### src/rtl/alu_imm_pc_unit_if.sv
// Bundle of the decode/execute signals seen by alu_imm_pc_unit.
// master: drives load enable, instruction, pc, operands and ALU select; observes results.
// slave : the unit itself; consumes the inputs and drives the registered results.
//   en          load enable for the output registers
//   instr[31:0] instruction word (opcode [31:26], immediate [15:0])
//   pc[31:0]    program counter
//   srca, srcb  ALU operands
//   alu_control ALU operation select
//   alu_out     registered ALU result
//   zero        registered "result was zero" flag
//   imm_ext     registered extended immediate
//   pc_plus4    registered pc + increment
interface alu_imm_pc_unit_if;
   logic        en;
   logic [31:0] instr;
   logic [31:0] pc;
   logic [31:0] srca;
   logic [31:0] srcb;
   logic [2:0]  alu_control;
   logic [31:0] alu_out;
   logic        zero;
   logic [31:0] imm_ext;
   logic [31:0] pc_plus4;

   modport master (
      output en, instr, pc, srca, srcb, alu_control,
      input  alu_out, zero, imm_ext, pc_plus4
   );

   modport slave (
      input  en, instr, pc, srca, srcb, alu_control,
      output alu_out, zero, imm_ext, pc_plus4
   );
endinterface

### src/rtl/alu_imm_pc_unit.sv
// Registered ALU, immediate extender and pc incrementer.
// All three results are computed combinationally and captured together on the rising
// clock edge when en is high, giving one cycle of latency. Synchronous active-high reset
// clears the results (zero flag set) and overrides en.
// Ports:
//   clk    rising-edge clock
//   reset  synchronous active-high reset
//   bus    alu_imm_pc_unit_if slave modport (inputs and registered results)
module alu_imm_pc_unit #(
   parameter logic [31:0] PC_INC = 32'd4
) (
   input logic                clk,
   input logic                reset,
   alu_imm_pc_unit_if.slave   bus
);

   localparam logic [5:0] OpAndi = 6'h0C;
   localparam logic [5:0] OpOri  = 6'h0D;
   localparam logic [5:0] OpXori = 6'h0E;
   localparam logic [5:0] OpLui  = 6'h0F;

   logic [31:0] alu_d;
   logic [31:0] imm_d;
   logic [31:0] pc_inc_d;
   logic        zero_d;

   logic [31:0] alu_q;
   logic [31:0] imm_q;
   logic [31:0] pc_inc_q;
   logic        zero_q;

   logic [5:0]  opcode;
   logic [15:0] imm16;

   assign opcode = bus.instr[31:26];
   assign imm16  = bus.instr[15:0];

   always_comb begin
      alu_d = 32'h0;
      unique case (bus.alu_control)
         3'b000: alu_d = bus.srca & bus.srcb;
         3'b001: alu_d = bus.srca | bus.srcb;
         3'b010: alu_d = bus.srca + bus.srcb;
         3'b011: alu_d = bus.srca ^ bus.srcb;
         3'b100: alu_d = ~(bus.srca | bus.srcb);
         3'b101: alu_d = bus.srca << bus.srcb[4:0];
         3'b110: alu_d = bus.srca - bus.srcb;
         3'b111: alu_d = {31'h0, $signed(bus.srca) < $signed(bus.srcb)};
         default: alu_d = 32'h0;
      endcase
   end

   assign zero_d = (alu_d == 32'h0);

   always_comb begin
      imm_d = {{16{imm16[15]}}, imm16};
      unique case (opcode)
         OpAndi, OpOri, OpXori: imm_d = {16'h0, imm16};
         OpLui:                 imm_d = {imm16, 16'h0};
         default:               imm_d = {{16{imm16[15]}}, imm16};
      endcase
   end

   assign pc_inc_d = bus.pc + PC_INC;

   always_ff @(posedge clk) begin
      if (reset) begin
         alu_q    <= 32'h0;
         zero_q   <= 1'b1;
         imm_q    <= 32'h0;
         pc_inc_q <= 32'h0;
      end else if (bus.en) begin
         alu_q    <= alu_d;
         zero_q   <= zero_d;
         imm_q    <= imm_d;
         pc_inc_q <= pc_inc_d;
      end
   end

   assign bus.alu_out  = alu_q;
   assign bus.zero     = zero_q;
   assign bus.imm_ext  = imm_q;
   assign bus.pc_plus4 = pc_inc_q;

endmodule

### src/flat_wrapper.sv
// flat-port wrapper written by rule: the top's interface ports become plain ports
module alu_imm_pc_unit_flat 
#(
   parameter logic [31:0] PC_INC = 32'd4
)
  (clk, reset, bus_en, bus_instr, bus_pc, bus_srca, bus_srcb, bus_alu_control, bus_alu_out, bus_zero, bus_imm_ext, bus_pc_plus4);
  alu_imm_pc_unit_if bus_i ();
  input logic clk;
  input logic reset;
  input wire logic [$bits(bus_i.en)-1:0] bus_en;
  input wire logic [$bits(bus_i.instr)-1:0] bus_instr;
  input wire logic [$bits(bus_i.pc)-1:0] bus_pc;
  input wire logic [$bits(bus_i.srca)-1:0] bus_srca;
  input wire logic [$bits(bus_i.srcb)-1:0] bus_srcb;
  input wire logic [$bits(bus_i.alu_control)-1:0] bus_alu_control;
  output wire logic [$bits(bus_i.alu_out)-1:0] bus_alu_out;
  output wire logic [$bits(bus_i.zero)-1:0] bus_zero;
  output wire logic [$bits(bus_i.imm_ext)-1:0] bus_imm_ext;
  output wire logic [$bits(bus_i.pc_plus4)-1:0] bus_pc_plus4;
  assign bus_i.en = bus_en;
  assign bus_i.instr = bus_instr;
  assign bus_i.pc = bus_pc;
  assign bus_i.srca = bus_srca;
  assign bus_i.srcb = bus_srcb;
  assign bus_i.alu_control = bus_alu_control;
  assign bus_alu_out = bus_i.alu_out;
  assign bus_zero = bus_i.zero;
  assign bus_imm_ext = bus_i.imm_ext;
  assign bus_pc_plus4 = bus_i.pc_plus4;
  alu_imm_pc_unit #(.PC_INC(PC_INC)) u_core (.clk(clk), .reset(reset), .bus(bus_i));
endmodule
### config.mk
export PLATFORM = sky130hd
export DESIGN_NAME = alu_imm_pc_unit_flat
export DESIGN_NICKNAME = d
export VERILOG_FILES = /design/src/rtl/alu_imm_pc_unit_if.sv /design/src/rtl/alu_imm_pc_unit.sv /design/src/flat_wrapper.sv
export SDC_FILE = /design/constraint.sdc
export NUM_CORES = 1
export LEC_CHECK = 0
export ABC_CLOCK_PERIOD_IN_PS = 9600
export BUFFER_PORTS_ARGS = -buffer_cell sky130_fd_sc_hd__buf_2
export CAP_MARGIN = 10
export CORE_MARGIN = 4
export CORE_UTILIZATION = 32
export DETAILED_ROUTE_END_ITERATION = 8
export SYNTH_ARGS = -nofsm -noshare
export SYNTH_HDL_FRONTEND = slang
export SYNTH_SLANG_ARGS = --single-unit
### constraint.sdc
create_clock -name clk -period 9.6 [get_ports clk]
set_input_delay 0.96 -clock clk [delete_from_list [all_inputs] [get_ports clk]]
set_output_delay 0.96 -clock clk [all_outputs]
set_load 0.02 [all_outputs]
==> results of run 1 <==
-- where the power goes --
group	leakage [nW]	switching [mW]	internal [mW]
registers	0.802	0.0136	0.431
clock network	0.151	0.172	0.208
logic	4.92	0.435	0.238
-- routing by layer --
| layer | track usage [%] | share of wire (%) | vias to the layer above |
|---|---|---|---|
| met5 | 0 | 0.027 | - |
| met2 | 37.65 | 47 | 565 |
| met4 | 9.711 | 4.6 | 2 |
| li1 | - | - | 6140 |
| met1 | 30.13 | 42 | 6154 |
| met3 | 4.297 | 7.0 | 116 |
-- state kept, by name, summed over array words and instances (netlist names) --
register and flops:
u_core.bus.pc_plus4 32, u_core.bus.imm_ext 32, u_core.bus.zero 1, u_core.bus.alu_out 32
-- cells in the final DEF, fill, tap and decap left out, types with 28 or more instances in the layout --
cell and instances:
buf_2 218, nor2_1 163, nand2_1 155, a21oi_1 113, ha_1 101, inv_1 98, dfxtp_1 97, nand3_1 70
o21ai_0 68, mux2i_1 64, a211oi_1 55, nor3_1 37, a31oi_1 35, mux4_2 28
-- worst min-delay path by stage --
stage / startpoint / end / depth (start not counted)
detailed placement: u_core.bus.imm_ext[4] / u_core.bus.imm_ext[4] / 2
CTS: u_core.bus.imm_ext[4] / u_core.bus.imm_ext[4] / 2
finish: u_core.bus.alu_out[27] / u_core.bus.alu_out[27] / 2
floorplan: u_core.bus.imm_ext[0] / u_core.bus.imm_ext[0] / 2
global route: u_core.bus.imm_ext[7] / u_core.bus.imm_ext[7] / 2
global placement: u_core.bus.imm_ext[7] / u_core.bus.imm_ext[7] / 2
-- tightest hold or removal path: cells and delay by family, from the launching register on --
kind            cells  cell delay (ps)
compound gates      1               50
flops               1              310
simple gates        1               60
-- area by class of cell --
class                   count  area share, %
repair buffers            233          8.970
flip-flops and latches     97          14.50
clock inverters             7         0.6541
well taps                 461          4.308
inverters                 106          2.971
multi-input cells        1283          66.91
clock buffers               9          1.682
-- kinds of logic (layout without fill, tap and decap cells) --
logic type | Yosys count | in the layout | share of synthesized area (%)
fa+ha+maj | 103 | 103 | 11.08
mux | 103 | 103 | 11.86
compound gates | 482 | 482 | 28.02
buf+inv | 217 | 355 | 7.381
flops | 97 | 97 | 16.51
simple gates | 551 | 551 | 21.88
xor+xnor | 44 | 44 | 3.276
-- stage by stage --
step           cells  hold slack [ps]
2_1_floorplan   1597            540.9
3_3_place_gp    2179            447.2
3_5_place_dp    2179            451.9
4_1_cts         2195            463.4
5_1_grt         2196            487.1
6_report        2196            462.7
==> results.ini, run 1 <==
[outcome]
status=completed

[floorplanning]
ios=231
coreArea_mm2=0.03591
die_h_um=199.7
die-area_mm2=0.03989
fp-row-count=69
die_w_um=199.7
start_util_pct=32.76

[final_layout]
finalNetCount=1967
antenna_cells=0
fin_util_pct=37.28
fin_area_mm2=0.01339
fillers=3890
area_growth_pct=13.83
regArea_mm2=0.001942
multiInputGateArea_mm2=0.008960
layout-drive-gt1-share_pct=18.50

[drt]
drt_iter0_drc=1285
drc=0
first_pass_iters=5
wl_per_cell_um=22.12
vias=12980
totalWireLength_um=48570
post_drt_via_cell_ratio=5.909
drt.antenna.violating_nets=0

[timing]
rsz0062_at_grt=false
finalSetupTns_ps=0
tightestPinTransition_ps=1186
relSlewSlack_pct=18.87
finalClockSkew_ps=0
period_share_pct=58.85
hold_viol=0
fmax_mhz=177.0
fin_ws_ps=3951
finalSetupViolCount=0
min_period_ps=5649
drv_slew=0

[synthesis]
ys_ff_latch=97
synthTopCellsByCount=163 x nor2_1, 155 x nand2_1, 113 x a21oi_1
synth_nets=1834
ys_seq_area_share_pct=16.51
synth_top_area_share_pct=16.51
synth-async-reset-ratio_pct=0
synth_most_common_cell=nor2_1
synth.area.top_cells=dfxtp_1 17%, ha_1 11%, mux2i_1 5.4%
syn-instance-count=1597
synth_area_mm2=0.01176
synth_ff_type=dfxtp_1
synth_edf_count=0
synth_warnings=0
yosysTopAreaCell=dfxtp_1
synthDistinctLibCells=85
avgSynthCellArea_um2=7.366

[place]
dp_slack_ps=3667
hpwl_um=37410
dpl_cell_area_mm2=0.01307
port_buffers=220
gp_congestion=0.9803

[global_route]
antenna_found_initial=1
grt_pass1_vias=12280
gr-total-overflow=0
grt_first_pass_wirelength_um=72680
grt_max_degree=97
grt_usage_pct=23.10

[worst_setup_path]
reg2reg_from=u_core.bus.alu_out[13]
crit_path_end=u_core.bus.zero
path_buf_inv=2
reg2reg_setup_slack_ps=8770
crit_path_start=bus_srcb[2]
crit_chain=buf_2 -> inv_2 -> ha_1 -> and3_1 -> a211o_1 -> a2111o_1 -> a21bo_2 -> a2111oi_0 -> o41ai_1 -> a21oi_1 -> a2bb2oi_1 -> o211ai_1 -> o31ai_1
critPathCaptureType=flip-flop
cp_top_family=compound AO/OA/AOI/OAI gates
r2r_end=u_core.bus.alu_out[13]
required_ps=9860
critPathKind=input pin to flip-flop
cpPeakStageDelay_ps=1030
arrival_ps=5910
cp.depth=13
critical_path.slowest_cell=a2111oi_0
cp-start-kind=input pin
r2r_cells=3
cp_max_fo=44

[power_and_ir_drop]
leakage_nw=5.873
vdd_drop_max_uv=78.42
p_per_area_mw_per_mm2=111.8
total_power_mw=1.497

[clocking]
cts.sinks=97
cts_tree=done
numCtsBuffers=9
root_buffer=clkbuf_16
htreeDepth=3
cts_resized=0
cts_hold_buf=0
cts.path.max_buffers=2
insertion_delay_ps=340
path_clk_slew_ps=70
post-cts-setup-buffers=0

[worst_hold_path]
hp-class=flip-flop to flip-flop

[run]
cap_violations=0

(Power assumes the default switching activity.)
==> run 2, diff against run 1 <==
ABC_CLOCK_PERIOD_IN_PS = 5100   (was 9600)
clock period = 5.1 ns   (was 9.6 ns; I/O delays follow)
==> run 2 against run 1 <==
Against the previous run: routed wire length grew 2.8%; clock power is 88% higher; hold slack lost 57 ps; sequential power rose by 88%; sequential share of layout area shrank 0.23 points; via count up 1.3%; die area stayed put; utilization rose by 0.61 points; setup slack got worse by 3200 ps; non-clock buffer count up 30; power is 91% higher; critical path type unchanged; critical endpoint unchanged.
==> results.ini, run 2 (synthesized netlist as in run 1, its figures left out) <==
[timing]
fmax_mhz=230.4
tightestPinTransition_ps=1239  ; +52.65 ps
relSlewSlack_pct=16.70  ; -2.2 points
finalSetupTns_ps=0  ; unchanged
rsz0062_at_grt=false
drv_slew=0  ; unchanged
period_share_pct=85.09
hold_viol=0  ; unchanged
finalSetupViolCount=0  ; unchanged
min_period_ps=4340
finalClockSkew_ps=0  ; unchanged

[place]
dp.cells=2210  ; +1.4%
gp_congestion=0.9865  ; +0.63%
port_buffers=220  ; unchanged
hpwl_um=38970  ; +4.2%

[power_and_ir_drop]
p_per_area_mw_per_mm2=209.9  ; +88%
vdd_drop_max_uv=161.9  ; +110%
leakage_nw=6.020  ; +2.5%

[worst_setup_path]
cp-start-kind=input pin
cpPeakStageDelay_ps=700  ; -330 ps
arrival_ps=4600  ; -1310 ps
cp_top_family=compound AO/OA/AOI/OAI gates
critPathKind=input pin to flip-flop
critPathCaptureType=flip-flop
crit_chain=buf_2 -> inv_1 -> ha_1 -> or2_2 -> a2111oi_1 -> o221ai_1 -> o21ai_1 -> a41o_1 -> a31oi_1 -> xnor2_1 -> a2111oi_0 -> buf_4 -> o211ai_1 -> o31ai_1
cp_max_fo=14  ; -68%
path_buf_inv=3  ; +1
required_ps=5360  ; -4500 ps
critical_path.slowest_cell=a2111oi_1

[floorplanning]
die_h_um=199.7  ; unchanged
die-area_mm2=0.03989  ; unchanged
coreArea_mm2=0.03591  ; unchanged
ios=231  ; unchanged
die_w_um=199.7  ; unchanged
fp-row-count=69  ; unchanged
start_util_pct=32.76  ; unchanged

[final_layout]
layout-drive-gt1-share_pct=19.77  ; +1.3 points
area_growth_pct=15.69
antenna_cells=0  ; unchanged
finalNetCount=1997  ; +1.5%
instances_no_fill=2226  ; +1.4%
final_common_cell=buf_2
final_cell_mix=218 x buf_2, 163 x nor2_1, 155 x nand2_1, 113 x a21oi_1, 101 x ha_1

[global_route]
grt_max_degree=97  ; unchanged
grt_first_pass_wirelength_um=74160  ; +2.0%
gr-total-overflow=0  ; unchanged
grt_usage_pct=23.67  ; +0.57 points
grt_pass1_vias=12520  ; +2.0%
antenna_found_initial=1  ; unchanged

[clocking]
insertion_delay_ps=340  ; about the same
cts_resized=0  ; unchanged
post-cts-setup-buffers=0  ; unchanged
cts_tree=done
root_buffer=clkbuf_16
cts.sinks=97  ; unchanged
numCtsBuffers=9  ; unchanged
htreeDepth=3  ; unchanged
path_clk_slew_ps=70  ; about the same
cts.path.max_buffers=2  ; unchanged
cts_hold_buf=0  ; unchanged

[drt]
drt_iter0_drc=1258  ; -2.1%
vias=13150  ; +1.3%
post_drt_via_cell_ratio=5.907  ; about the same
wl_per_cell_um=22.43  ; +1.4%
drt.antenna.violating_nets=0  ; unchanged
first_pass_iters=6  ; +1
totalWireLength_um=49930  ; +2.8%
drc=0  ; unchanged

[worst_hold_path]
hp-class=input pin to flip-flop

[outcome]
status=completed

[run]
cap_violations=0  ; unchanged

==> run 2: cell types whose count changed in the layout (fill, tap and decap cells not counted), sizes merged <==
cell      delta
buf         +31
clkbuf       +1
clkinv       -2
clkinvlp     -1
inv          +1
==> run 2: tightest hold or removal path, cell delays in order <==
cell     delay (ps)
buf_2            80
mux2i_1          60
nor2_1           70
==> run 2: worst paths after layout <==
path / start / to / slack (ps) / cells past startpoint
setup / recovery: bus_srca[14] / u_core.bus.zero / 760 / 14
hold / removal: bus_pc[1] / u_core.bus.pc_plus4[1] / 410 / 3
setup reg to reg: u_core.bus.alu_out[13] / u_core.bus.alu_out[13] / 4270 / 3
hold reg to reg: u_core.bus.imm_ext[9] / u_core.bus.imm_ext[9] / 460 / 2
==> run 2: report_power, final <==
group	switching, mW	internal, mW
Clock	0.312	0.403
Sequential	0.0255	0.811
Combinational	0.839	0.466
Total	1.18	1.68
==> run 2: metrics by stage <==
stage	hold slack (ps)	util (%)	total power, mW	worst slack (ps)	area (um^2)
after floorplan	540.9	-	1.682	1160	11760
after global placement	447.5	37.03	2.121	583.2	13300
after detailed placement	455.6	37.03	2.132	534.9	13300
after CTS	385.8	37.89	2.863	890.4	13610
after global routing	389.6	37.89	3.020	585.1	13610
final	406.0	37.89	2.857	760.4	13610
==> run 2: final cells by class <==
| cell class | count | area, um^2 |
|---|---|---|
| fill | 3904 | 22310 |
| inverter | 106 | 397.9 |
| tap | 461 | 576.8 |
| clock inverter | 5 | 67.56 |
| timing repair buffer | 263 | 1429 |
| multi-input combinational | 1283 | 8954 |
| sequential | 97 | 1942 |
| clock buffer | 11 | 242.7 |
==> run 2: layer usage <==
layer	GRT usage (%)	share of wire, %	routed length, um	vias up
met1	30.81	42	21040	6250
li1	-	-	-	6191
met4	8.956	4.3	2129	2
met2	39.05	47	23220	592
met5	0	0.026	13	-
met3	4.532	7.1	3521	114
